<file path="src/rtl/uart_txblock_if.sv">
// Handshake and serial-line bundle for uart_txblock; master is the byte
// source, slave is the transmitter.
interface uart_txblock_if #(
    parameter int unsigned DATA_BITS = 8
);
    logic                 tx_start;
    logic [DATA_BITS-1:0] para_data_in;
    logic                 serial_data_out;
    logic                 tx_busy;
    logic                 tx_done;

    modport master (
        output tx_start,
        output para_data_in,
        input  serial_data_out,
        input  tx_busy,
        input  tx_done
    );

    modport slave (
        input  tx_start,
        input  para_data_in,
        output serial_data_out,
        output tx_busy,
        output tx_done
    );
endinterface

</file>
<file path="src/rtl/uart_txblock.sv">
// UART transmitter on the 16x clock: start bit, LSB-first data, optional even
// parity (define UART_TX_PARITY_EN), one stop bit.
module uart_txblock #(
    parameter int unsigned CLKS_PER_BIT = 16,
    parameter int unsigned DATA_BITS    = 8
) (
    input  logic              clk16,
    input  logic              rst,
    uart_txblock_if.slave     tx_if
);
    localparam int unsigned CW = (CLKS_PER_BIT > 1) ? $clog2(CLKS_PER_BIT) : 1;
    localparam int unsigned IW = $clog2(DATA_BITS);
    localparam logic [CW-1:0] CNT_LAST = CW'(CLKS_PER_BIT - 1);
    localparam logic [IW-1:0] IDX_LAST = IW'(DATA_BITS - 1);

`ifdef UART_TX_PARITY_EN
    typedef enum logic [2:0] {IDLE, START, DATA, PARITY, STOP} state_t;
`else
    typedef enum logic [1:0] {IDLE, START, DATA, STOP} state_t;
`endif

    state_t               state_q;
    logic [CW-1:0]        cnt_q;
    logic [IW-1:0]        idx_q;
    logic [DATA_BITS-1:0] sh_q;
    logic                 line_q;
    logic                 busy_q;
    logic                 done_q;
    logic                 cnt_last;
`ifdef UART_TX_PARITY_EN
    logic                 par_q;
`endif

    assign cnt_last = (cnt_q == CNT_LAST);

    always_ff @(posedge clk16) begin
        if (rst) begin
            state_q <= IDLE;
            cnt_q   <= '0;
            idx_q   <= '0;
            sh_q    <= '0;
            line_q  <= 1'b1;
            busy_q  <= 1'b0;
            done_q  <= 1'b0;
`ifdef UART_TX_PARITY_EN
            par_q   <= 1'b0;
`endif
        end else begin
            done_q <= 1'b0;
            case (state_q)
                IDLE: begin
                    if (tx_if.tx_start) begin
                        sh_q    <= tx_if.para_data_in;
                        cnt_q   <= '0;
                        idx_q   <= '0;
                        state_q <= START;
                        line_q  <= 1'b0;
                        busy_q  <= 1'b1;
`ifdef UART_TX_PARITY_EN
                        par_q   <= ^tx_if.para_data_in;
`endif
                    end
                end
                START: begin
                    if (cnt_last) begin
                        cnt_q   <= '0;
                        state_q <= DATA;
                        line_q  <= sh_q[0];
                    end else begin
                        cnt_q <= cnt_q + 1'b1;
                    end
                end
                DATA: begin
                    if (cnt_last) begin
                        cnt_q <= '0;
                        sh_q  <= {1'b0, sh_q[DATA_BITS-1:1]};
                        if (idx_q == IDX_LAST) begin
`ifdef UART_TX_PARITY_EN
                            state_q <= PARITY;
                            line_q  <= par_q;
`else
                            state_q <= STOP;
                            line_q  <= 1'b1;
`endif
                        end else begin
                            // line takes the next bit now, since the shift lands on this same edge
                            idx_q  <= idx_q + 1'b1;
                            line_q <= sh_q[1];
                        end
                    end else begin
                        cnt_q <= cnt_q + 1'b1;
                    end
                end
`ifdef UART_TX_PARITY_EN
                PARITY: begin
                    if (cnt_last) begin
                        cnt_q   <= '0;
                        state_q <= STOP;
                        line_q  <= 1'b1;
                    end else begin
                        cnt_q <= cnt_q + 1'b1;
                    end
                end
`endif
                STOP: begin
                    if (cnt_last) begin
                        cnt_q   <= '0;
                        state_q <= IDLE;
                        busy_q  <= 1'b0;
                        done_q  <= 1'b1;
                    end else begin
                        cnt_q <= cnt_q + 1'b1;
                    end
                end
                default: begin
                    state_q <= IDLE;
                    line_q  <= 1'b1;
                    busy_q  <= 1'b0;
                end
            endcase
        end
    end

    assign tx_if.serial_data_out = line_q;
    assign tx_if.tx_busy         = busy_q;
    assign tx_if.tx_done         = done_q;
endmodule
</file>
<file path="src/flat_wrapper.sv">
// flat-port wrapper written by rule: the top's interface ports become plain ports
module uart_txblock_flat 
#(
    parameter int unsigned CLKS_PER_BIT = 16,
    parameter int unsigned DATA_BITS    = 8
)
  (clk16, rst, tx_if_tx_start, tx_if_para_data_in, tx_if_serial_data_out, tx_if_tx_busy, tx_if_tx_done);
  uart_txblock_if #(.DATA_BITS(DATA_BITS)) tx_if_i ();
  input  logic clk16;
  input  logic rst;
  input wire logic [$bits(tx_if_i.tx_start)-1:0] tx_if_tx_start;
  input wire logic [$bits(tx_if_i.para_data_in)-1:0] tx_if_para_data_in;
  output wire logic [$bits(tx_if_i.serial_data_out)-1:0] tx_if_serial_data_out;
  output wire logic [$bits(tx_if_i.tx_busy)-1:0] tx_if_tx_busy;
  output wire logic [$bits(tx_if_i.tx_done)-1:0] tx_if_tx_done;
  assign tx_if_i.tx_start = tx_if_tx_start;
  assign tx_if_i.para_data_in = tx_if_para_data_in;
  assign tx_if_serial_data_out = tx_if_i.serial_data_out;
  assign tx_if_tx_busy = tx_if_i.tx_busy;
  assign tx_if_tx_done = tx_if_i.tx_done;
  uart_txblock #(.CLKS_PER_BIT(CLKS_PER_BIT), .DATA_BITS(DATA_BITS)) u_core (.clk16(clk16), .rst(rst), .tx_if(tx_if_i));
endmodule
</file>
<file path="config.mk">
export PLATFORM = sky130hd
export DESIGN_NAME = uart_txblock_flat
export DESIGN_NICKNAME = d
export VERILOG_FILES = /design/src/rtl/uart_txblock_if.sv /design/src/rtl/uart_txblock.sv /design/src/flat_wrapper.sv
export SDC_FILE = /design/constraint.sdc
export NUM_CORES = 1
export LEC_CHECK = 0
export BUFFER_PORTS_ARGS = -buffer_cell sky130_fd_sc_hd__clkbuf_2
export CAP_MARGIN = 15
export CORE_AREA = 3 3 48 50
export CTS_BUF_LIST = sky130_fd_sc_hd__clkbuf_8
export CTS_CLUSTER_SIZE = 20
export DETAILED_ROUTE_END_ITERATION = 16
export DIE_AREA = 0 0 51 53
export GPL_TIMING_DRIVEN = 0
export PLACE_DENSITY = 0.78
export REMOVE_ABC_BUFFERS = 1
export SETUP_SLACK_MARGIN = 0.1
export SLEW_MARGIN = 20
export SYNTH_ARGS = -nofsm -noshare
export SYNTH_HDL_FRONTEND = slang
export SYNTH_SLANG_ARGS = --single-unit
</file>
<file path="constraint.sdc">
create_clock -name clk16 -period 2.6 [get_ports clk16]
set_clock_uncertainty 0.2 [all_clocks]
set_input_delay 0.52 -clock clk16 [delete_from_list [all_inputs] [get_ports clk16]]
set_output_delay 0.52 -clock clk16 [all_outputs]
set_load 0.02 [all_outputs]
</file>
Word level (Yosys, flattened, before mapping)
Index checks and enable logic that the tools add are counted.

storage, ports and cells
  register bits after elaboration = 20
  input bits = 11
  output and inout port bits = 3
  logic and storage cells = 57

operators by class
  reductions and logical operators = 11
  eq/ne operators = 11
  mux-type cells = 25
  bitwise gates (word level) = 1
  add/subtract/negate cells = 2

operator list
  operator               number
  $mux W8                2
  $pmux W8 S2            1
  $mux W2                5
  $mux W3                3
  $mux W4                2
  $ne A2 B1 Y1 const B   4
  $pmux W2 S4            1
  $pmux W4 S2            1
  $reduce_and A4 Y1      2
  $mux W1                7
  $pmux W3 S2            1
  $reduce_and A3 Y1      2
  $reduce_and A5 Y1      1
  $add A4 B1 Y4 const B  1
  $eq A2 B2 Y1 const B   2
  $eq A4 B4 Y1 const B   1
  $ne A2 B2 Y1 const B   2
  $reduce_bool A2 Y1     2
  $add A3 B1 Y3 const B  1
  $eq A3 B3 Y1 const B   1
  $pmux W1 S3            1
  $reduce_bool A3 Y1     1
  $reduce_or A3 Y1       1
  $eq A2 B1 Y1 const B   1
  other kinds (4)        4

Longest topological paths before layout
Gate-level depths: netlist (run 1).

  word-level depth = 4
  mapped depth = 8
  mapped depth without buffers = 6

Worst setup path after synthesis (run 1)
Ideal clock, no wire load.

  path type = register to register
  start point = reg u_core.state_q[0]
  end point = reg u_core.line_q (netlist: u_core.tx_if.serial_data_out)
  required time = 2.278 ns
  cell stages (with the launch flop) = 8
  arrival time = 1.585 ns
  path buffers = 1
  period minus slack after synthesis = 1.908 ns
  setup time = 0.122 ns
  setup slack = 0.692 ns
  cells stage by stage = dfxtp_1 inv_1 ha_1 clkbuf_1 or2_0 a211oi_2 nor2b_1 a311o_1

between the ends
  word-level cells in the longest chain between the ends = 3
  elaborated cells on any way between the ends = 9
  those cells by class = eq/ne: 5; mux: 1; reduce/logical: 3

ends and longest elaborated chain
  item                                                         line                text
  start: declaration                                           uart_txblock.sv:22  state_t state_q;
  start signal: assignment                                     uart_txblock.sv:38  state_q <= IDLE;
  start signal: assignment                                     uart_txblock.sv:56  state_q <= START;
  start signal: assignment                                     uart_txblock.sv:67  state_q <= DATA;
  $eq A2 B1 Y1, or another cell as far along                   uart_txblock.sv:50  case (state_q)
  $ne A2 B1 Y1 (no source line), or another cell as far along  n/a
  $reduce_and A4 Y1 (no source line)                           n/a
  end signal: assignment                                       uart_txblock.sv:68  line_q <= sh_q[0];
  end signal: assignment                                       uart_txblock.sv:88  line_q <= sh_q[1];
  end: declaration                                             uart_txblock.sv:26  logic line_q;

Parallel ways exist; a longest one is shown, timed or not.
A chain may end at the register's enable or synchronous reset.

Worst setup path after layout (run 1)
  start point = reg u_core.state_q[0]
  end point = reg u_core.sh_q[1]

between the ends
  word-level cells in the longest chain between the ends = 3
  elaborated cells on any way between the ends = 7
  those cells by class = eq/ne: 3; mux: 1; reduce/logical: 3

ends and longest elaborated chain
  item                                                         line                text
  $eq A2 B2 Y1 / $logic_not A2 Y1 (equally long branches)      uart_txblock.sv:50
  $ne A2 B1 Y1 (no source line), or another cell as far along  n/a
  $reduce_and A3 Y1 (no source line)                           n/a
  end signal: assignment                                       uart_txblock.sv:53  sh_q <= tx_if.para_data_in;
  end signal: assignment                                       uart_txblock.sv:76  sh_q <= {1'b0, sh_q[DATA_BITS-1:1]};
  end: declaration                                             uart_txblock.sv:25  logic [DATA_BITS-1:0] sh_q;

Parallel ways exist; a longest one is shown, timed or not.

==> impl_metrics.py, run 1 <==
metrics = {
    "yosys": {
        "simple_gate_portion_of_the_synthesized_area_pct": 21.5,
        "synthesized_area_per_cell_um2": 9.09,
        "synth.area.mux_share_pct": 7.10,
        "mappedNetlistArea_um2": 1130,
        "synth.distinct_cells": 35,
        "synth_top_cell_by_area": "dfxtp_1",
        "yosysMostFrequentCell": "dfxtp_1",
        "synth_compound_gate_area_share_pct": 21.6,
        "async_flop_share_pct": 0,
        "synth_common_cells": "dfxtp_1, nor2_1, ha_1, mux2i_1",
        "post-synth-top-area-fraction_pct": 35.5,
        "synth_fa_ha_area_share_pct": 9.99,
        "post_synth_inst_count": 124,
        "synth-seq-area-share_pct": 35.5,
        "ys_ff_latch": 20,
        "xor_xnor_share_of_the_synthesized_area_pct": 0,
        "postSynth.topFlopCell": "dfxtp_1",
        "synth.yosys.warnings": 0,
        "synth_enable_flop_cells": 0,
        "synth_top_cells_by_area": "dfxtp_1, ha_1, mux2i_1",
        "synth_top_family_by_area": "compound AO/OA/AOI/OAI gates",
    },
    "place": {
        "dpl-instance-area_um2": 1190,
        "place.gp.congestion": 0.795,
        "port_buffers": 13,
        "dp_hpwl_mm": 1.50,
        "post-place-ws_ps": 241,
    },
    "timing": {
        "fin_crit_sh_pct": 87.0,
        "finalSetupTns_ps": 0,
        "pins_over_their_slew_limit": 0,
        "rsz0062_at_grt": "no",
        "setup-violations-final": 0,
        "period_needed_ps": 2260,
        "max_freq_ghz": 0.442,
        "setup_slack_ps": 338,
        "timing.final.hold_violations": 0,
        "worst-slew-pin-transition_ps": 693,
        "relSlewSlack_pct": 53.8,
    },
    "worst_setup_path": {
        "cp_max_fo": 15,
        "worst-endpoint-arrival_ps": 2230,
        "worst-setup-path-type": "flop to flop",
        "critPathRequiredTime_ps": 2570,
        "setup.worst_path.start_class": "flop",
        "worst_setup_path_end_kind": "flop",
    },
    "status": {
        "outcome": "finished clean",
    },
    "clock_tree": {
        "tritoncts.num_buffers": 3,
        "ctsRootBufferMaster": "clkbuf_8",
        "clkSlewWorstSetupHoldPaths_ps": 70,
        "numClockSinks": 20,
        "cts_tree": "done",
        "cts-root-to-sink-buffers": 2,
        "insertion_delay_ps": 260,
        "ctsHtreeMaxLevel": 1,
    },
    "min_path": {
        "min-delay-path-class": "flop to flop",
    },
    "route": {
        "dr.pass1.iters": 4,
        "via_count": 937,
        "viasPerCell": 5.75,
        "drtAntennaViolNets": 0,
        "drt_first_iter_violations": 19,
        "routed_wire_length_per_instance_um": 13.3,
        "drc": 0,
        "detail_route.wirelength_mm": 2.16,
    },
    "die": {
        "rows": 16,
        "fp.dieH_um": 53,
        "die_area_um2": 2700,
        "ioPinCount": 14,
        "placeableCoreArea_um2": 1940,
        "initial_core_util_pct": 58.1,
        "fp.dieW_um": 51,
    },
    "grt": {
        "global_route_wire_length_before_repair_mm": 3.79,
        "via_count_of_the_first_global_routing_pass": 886,
        "grt_util_met3_pct": 3.38,
        "antenna_found_initial": 0,
        "groute.usage.overall_pct": 18.2,
        "grt.busiest_layer": "met2",
        "groute.layer.met1.usage_pct": 22.6,
        "met2_usage_pct": 30.9,
        "grt_overflow": 0,
        "maximum_number_of_pins_on_one_net_before_global_route_repair": 21,
    },
    "power_and_ir_drop": {
        "powerDensity_nw_per_um2": 1170,
        "worst_ir_drop_vdd_mv": 0.911,
        "leakage_nw": 0.488,
        "power.total_mw": 1.47,
    },
    "cells_and_area": {
        "nNetsFinal": 157,
        "insertedDiodeCount": 0,
        "final_design_area_no_fill_um2": 1260,
        "post_route_cells_drive_above_1_share_pct": 22.1,
        "layout-area-overhead-vs-synth_pct": 11.8,
    },
    "flow_run": {
        "drv_cap": 0,
    },
}
==> state kept, by name (all words and copies together), names as in the netlist <==
register	flops
u_core.tx_if.tx_done	1
u_core.sh_q	8
u_core.cnt_q	4
u_core.state_q	2
u_core.tx_if.serial_data_out	1
u_core.tx_if.tx_busy	1
u_core.idx_q	3
==> cells by family after synthesis <==
logic type	count (synthesis)
AOI/OAI and AO/OA	31
and+or+nand+nor	46
buffers and inverters	10
muxes	8
adders and majority gates	9
DFF	20
==> where the power goes <==
group          leakage (nW)  switching, mW  internal, mW
combinational         0.295          0.443         0.334
clock                0.0288          0.101         0.135
sequential            0.164         0.0648         0.394
total                 0.488          0.608         0.863
==> critical path, stage by stage (launching register included) <==
cell and delay [ps]:
dfxtp_1 330, inv_1 150, ha_1 470, nor2b_1 520, a211oi_4 90, buf_4 210
a211oi_1 210
==> final timing paths <==
check,startpoint,end,slack [ps],depth (start not counted)
worst min-delay path,u_core.idx_q[1],u_core.idx_q[1],300,2
worst max register to register,u_core.state_q[0],u_core.sh_q[1],340,6
worst min register to register,u_core.idx_q[1],u_core.idx_q[1],300,2
worst max-delay path,u_core.state_q[0],u_core.sh_q[1],340,6
==> layout by cell type, fill, tap and decap left out, types with 2 or more instances in the layout <==
cell type,count
a31oi_1,2
nor2b_1,3
nor2_2,3
buf_4,2
nand2b_1,4
nor3_1,4
a32oi_1,2
mux2i_1,8
ha_1,9
nand3_1,2
o211ai_1,2
a211oi_2,4
inv_1,3
clkbuf_2,13
a21oi_1,7
clkbuf_8,4
o21ai_0,3
nor2_1,16
dfxtp_1,20
nand2_1,7
a211oi_1,5
==> per-layer routing <==
metal  up-vias  share of wire (%)
li1        472                  -
met1       443                 47
met2        17                 48
met3         5                3.4
met4         0                1.6
met5         -                  0
==> timing repair <==
item,in CTS,in global routing
gates resized for setup,0,0
endpoints found under the setup margin,0,5
hold buffers,0,0
setup buffers,0,2
==> final cells by class <==
type / count / area [um^2]
Multi-Input combinational cell: 94 / 679
Inverter: 3 / 11.3
Tap cell: 27 / 33.8
Timing Repair Buffer: 15 / 80.1
Fill cell: 176 / 682
Sequential cell: 20 / 400
Clock buffer: 4 / 55.1
==> metrics by stage <==
step                      hold WS (ps)  cells  util [%]
after CTS                          308    161      64.1
after detailed placement           289    157      61.3
final                              304    163      64.9
after global placement             274    157      61.3
after global routing               328    163      64.9
after floorplan                    258    117         -
No activity file was read; power rests on OpenSTA's default activity.
==> inputs of run 2 (changes only) <==
--- a/config.mk
+++ b/config.mk
@@ -7,14 +7,13 @@
 export LEC_CHECK = 0
 export BUFFER_PORTS_ARGS = -buffer_cell sky130_fd_sc_hd__clkbuf_2
 export CAP_MARGIN = 15
-export CORE_AREA = 3 3 48 50
+export CORE_AREA = 2 2 47 49
 export CTS_BUF_LIST = sky130_fd_sc_hd__clkbuf_8
 export CTS_CLUSTER_SIZE = 20
 export DETAILED_ROUTE_END_ITERATION = 16
-export DIE_AREA = 0 0 51 53
+export DIE_AREA = 0 0 49 51
 export GPL_TIMING_DRIVEN = 0
 export PLACE_DENSITY = 0.78
-export REMOVE_ABC_BUFFERS = 1
 export SETUP_SLACK_MARGIN = 0.1
 export SLEW_MARGIN = 20
 export SYNTH_ARGS = -nofsm -noshare
==> impl_metrics.py, run 2 (synthesized netlist as in run 1, its figures left out) <==
metrics = {
    "status": {
        "outcome": "finished clean",
    },
    "worst_setup_path": {
        "critPathRequiredTime_ps": 2550,
        "setup.worst_path.start_class": "flop",
        "worst_setup_path_end_kind": "flop",
        "worst-setup-path-type": "flop to flop",
        "worst-endpoint-arrival_ps": 2060,
        "worst_r2r_path_depth": 7,
        "crit_path_cell_trace": "inv_1 -> ha_1 -> clkbuf_1 -> or2_0 -> a211oi_2 -> nor2b_1 -> a311o_1",
        "cp_slowest_stage_delay_ps": 360,
        "cp.buffers_inverters": 2,
        "cp.depth": 7,
        "cp_max_fo": 7,
        "worst_path_max_delay_cell": "dfxtp_1",
        "critical_path.top_delay_family": "compound AO/OA/AOI/OAI gates",
    },
    "place": {
        "port_buffers": 12,
        "placed_cells_incl_taps": 164,
        "dp_hpwl_mm": 1.69,
        "place.gp.congestion": 0.819,
        "dpl-instance-area_um2": 1220,
    },
    "cells_and_area": {
        "layout_commonest_cell": "dfxtp_1",
        "insertedDiodeCount": 0,
        "final_design_area_no_fill_um2": 1280,
        "post_route_cells_drive_above_1_share_pct": 21.4,
        "regMostFlops": "u_core.sh_q",
        "most-common-layout-cells": "dfxtp_1, nor2_1, clkbuf_2",
        "reg.largest.list": "u_core.sh_q x8, u_core.cnt_q x4, u_core.idx_q x3",
        "largest_register_ff_count": 8,
        "nNetsFinal": 161,
        "layout-area-overhead-vs-synth_pct": 13.3,
        "fin_cells": 168,
    },
    "clock_tree": {
        "cts_tree": "done",
        "post-cts-setup-buffers": 0,
        "cts.hold.buffers_added": 0,
        "tritoncts.num_buffers": 3,
        "cts_repair_resize_count": 0,
        "numClockSinks": 20,
        "cts-root-to-sink-buffers": 2,
        "ctsHtreeMaxLevel": 1,
        "insertion_delay_ps": 260,
        "ctsRootBufferMaster": "clkbuf_8",
        "clkSlewWorstSetupHoldPaths_ps": 80,
    },
    "grt": {
        "grt_overflow": 0,
        "groute.usage.overall_pct": 20.8,
        "antenna_found_initial": 0,
        "global_route_wire_length_before_repair_mm": 4.00,
        "via_count_of_the_first_global_routing_pass": 918,
        "maximum_number_of_pins_on_one_net_before_global_route_repair": 12,
    },
    "route": {
        "routed_wire_length_per_instance_um": 14.2,
        "drtAntennaViolNets": 0,
        "via_count": 993,
        "detail_route.wirelength_mm": 2.38,
        "dr.pass1.iters": 4,
        "viasPerCell": 5.91,
        "drc": 0,
        "drt_first_iter_violations": 25,
    },
    "power_and_ir_drop": {
        "worst_ir_drop_vdd_mv": 0.880,
        "powerDensity_nw_per_um2": 1170,
        "power.total_mw": 1.49,
        "leakage_nw": 0.495,
    },
    "timing": {
        "worst-slew-pin-transition_ps": 610,
        "whs_ps": 302,
        "setup-violations-final": 0,
        "timing.final.hold_violations": 0,
        "max_freq_ghz": 0.475,
        "finalSetupTns_ps": 0,
        "relSlewSlack_pct": 59.3,
        "rsz0062_at_grt": "no",
        "period_needed_ps": 2100,
        "pins_over_their_slew_limit": 0,
        "fin_crit_sh_pct": 81.0,
    },
    "die": {
        "ioPinCount": 14,
        "placeableCoreArea_um2": 2060,
        "rows": 17,
        "initial_core_util_pct": 54.6,
        "die_area_um2": 2500,
        "fp.dieW_um": 49,
        "fp.dieH_um": 51,
    },
    "min_path": {
        "hold_depth": 2,
        "min-delay-path-class": "flop to flop",
    },
    "yosys": {
        "syn-num-nets": 144,
    },
    "flow_run": {
        "drv_cap": 0,
    },
}
==> run 2: changes by cell type in the layout (fill, tap and decap cells not counted), sizes merged <==
| cell | delta |
|---|---|
| clkbuf | +4 |
==> run 2: final timing paths <==
path,from,end,slack [ps]
setup / recovery,u_core.state_q[0],u_core.tx_if.serial_data_out,500
hold / removal,u_core.idx_q[2],u_core.idx_q[2],300
setup reg to reg,u_core.state_q[0],u_core.tx_if.serial_data_out,500
hold reg to reg,u_core.idx_q[2],u_core.idx_q[2],300
==> run 2: cell type report <==
class                      count  area [um^2]
fill                         184          786
multi-input combinational     94          679
sequential                    20          400
timing repair buffer          12         60.1
clock buffer                   4         55.1
buffer                         7         36.3
tap                           28         35.0
inverter                       3         11.3
==> run 2: tightest hold or removal path: stages (launching register included) <==
cell	delay, ps
dfxtp_1	340
a32oi_1	60
nor2_1	70
==> run 2: through the flow <==
stage / utilization, % / setup WS (ps)
6_report: 61.9 / 495
3_3_place_gp: 59.2 / 572
3_5_place_dp: 59.2 / 500
4_1_cts: 61.9 / 487
2_1_floorplan: - / 692
5_1_grt: 61.9 / 324
==> run 2: where the power goes <==
group | total (mW) | switching [mW] | internal, mW
Clock | 0.239 | 0.104 | 0.135
Combinational | 0.788 | 0.457 | 0.332
Sequential | 0.462 | 0.0680 | 0.394
Total | 1.49 | 0.629 | 0.861
==> run 2: per-layer routing <==
layer	GRT usage (%)	share of wire (%)	vias to the layer above
met3	2.63	3.9	9
met1	23.9	42	472
li1	-	-	481
met4	8.57	2.1	0
met5	0	0	-
met2	38.8	52	31
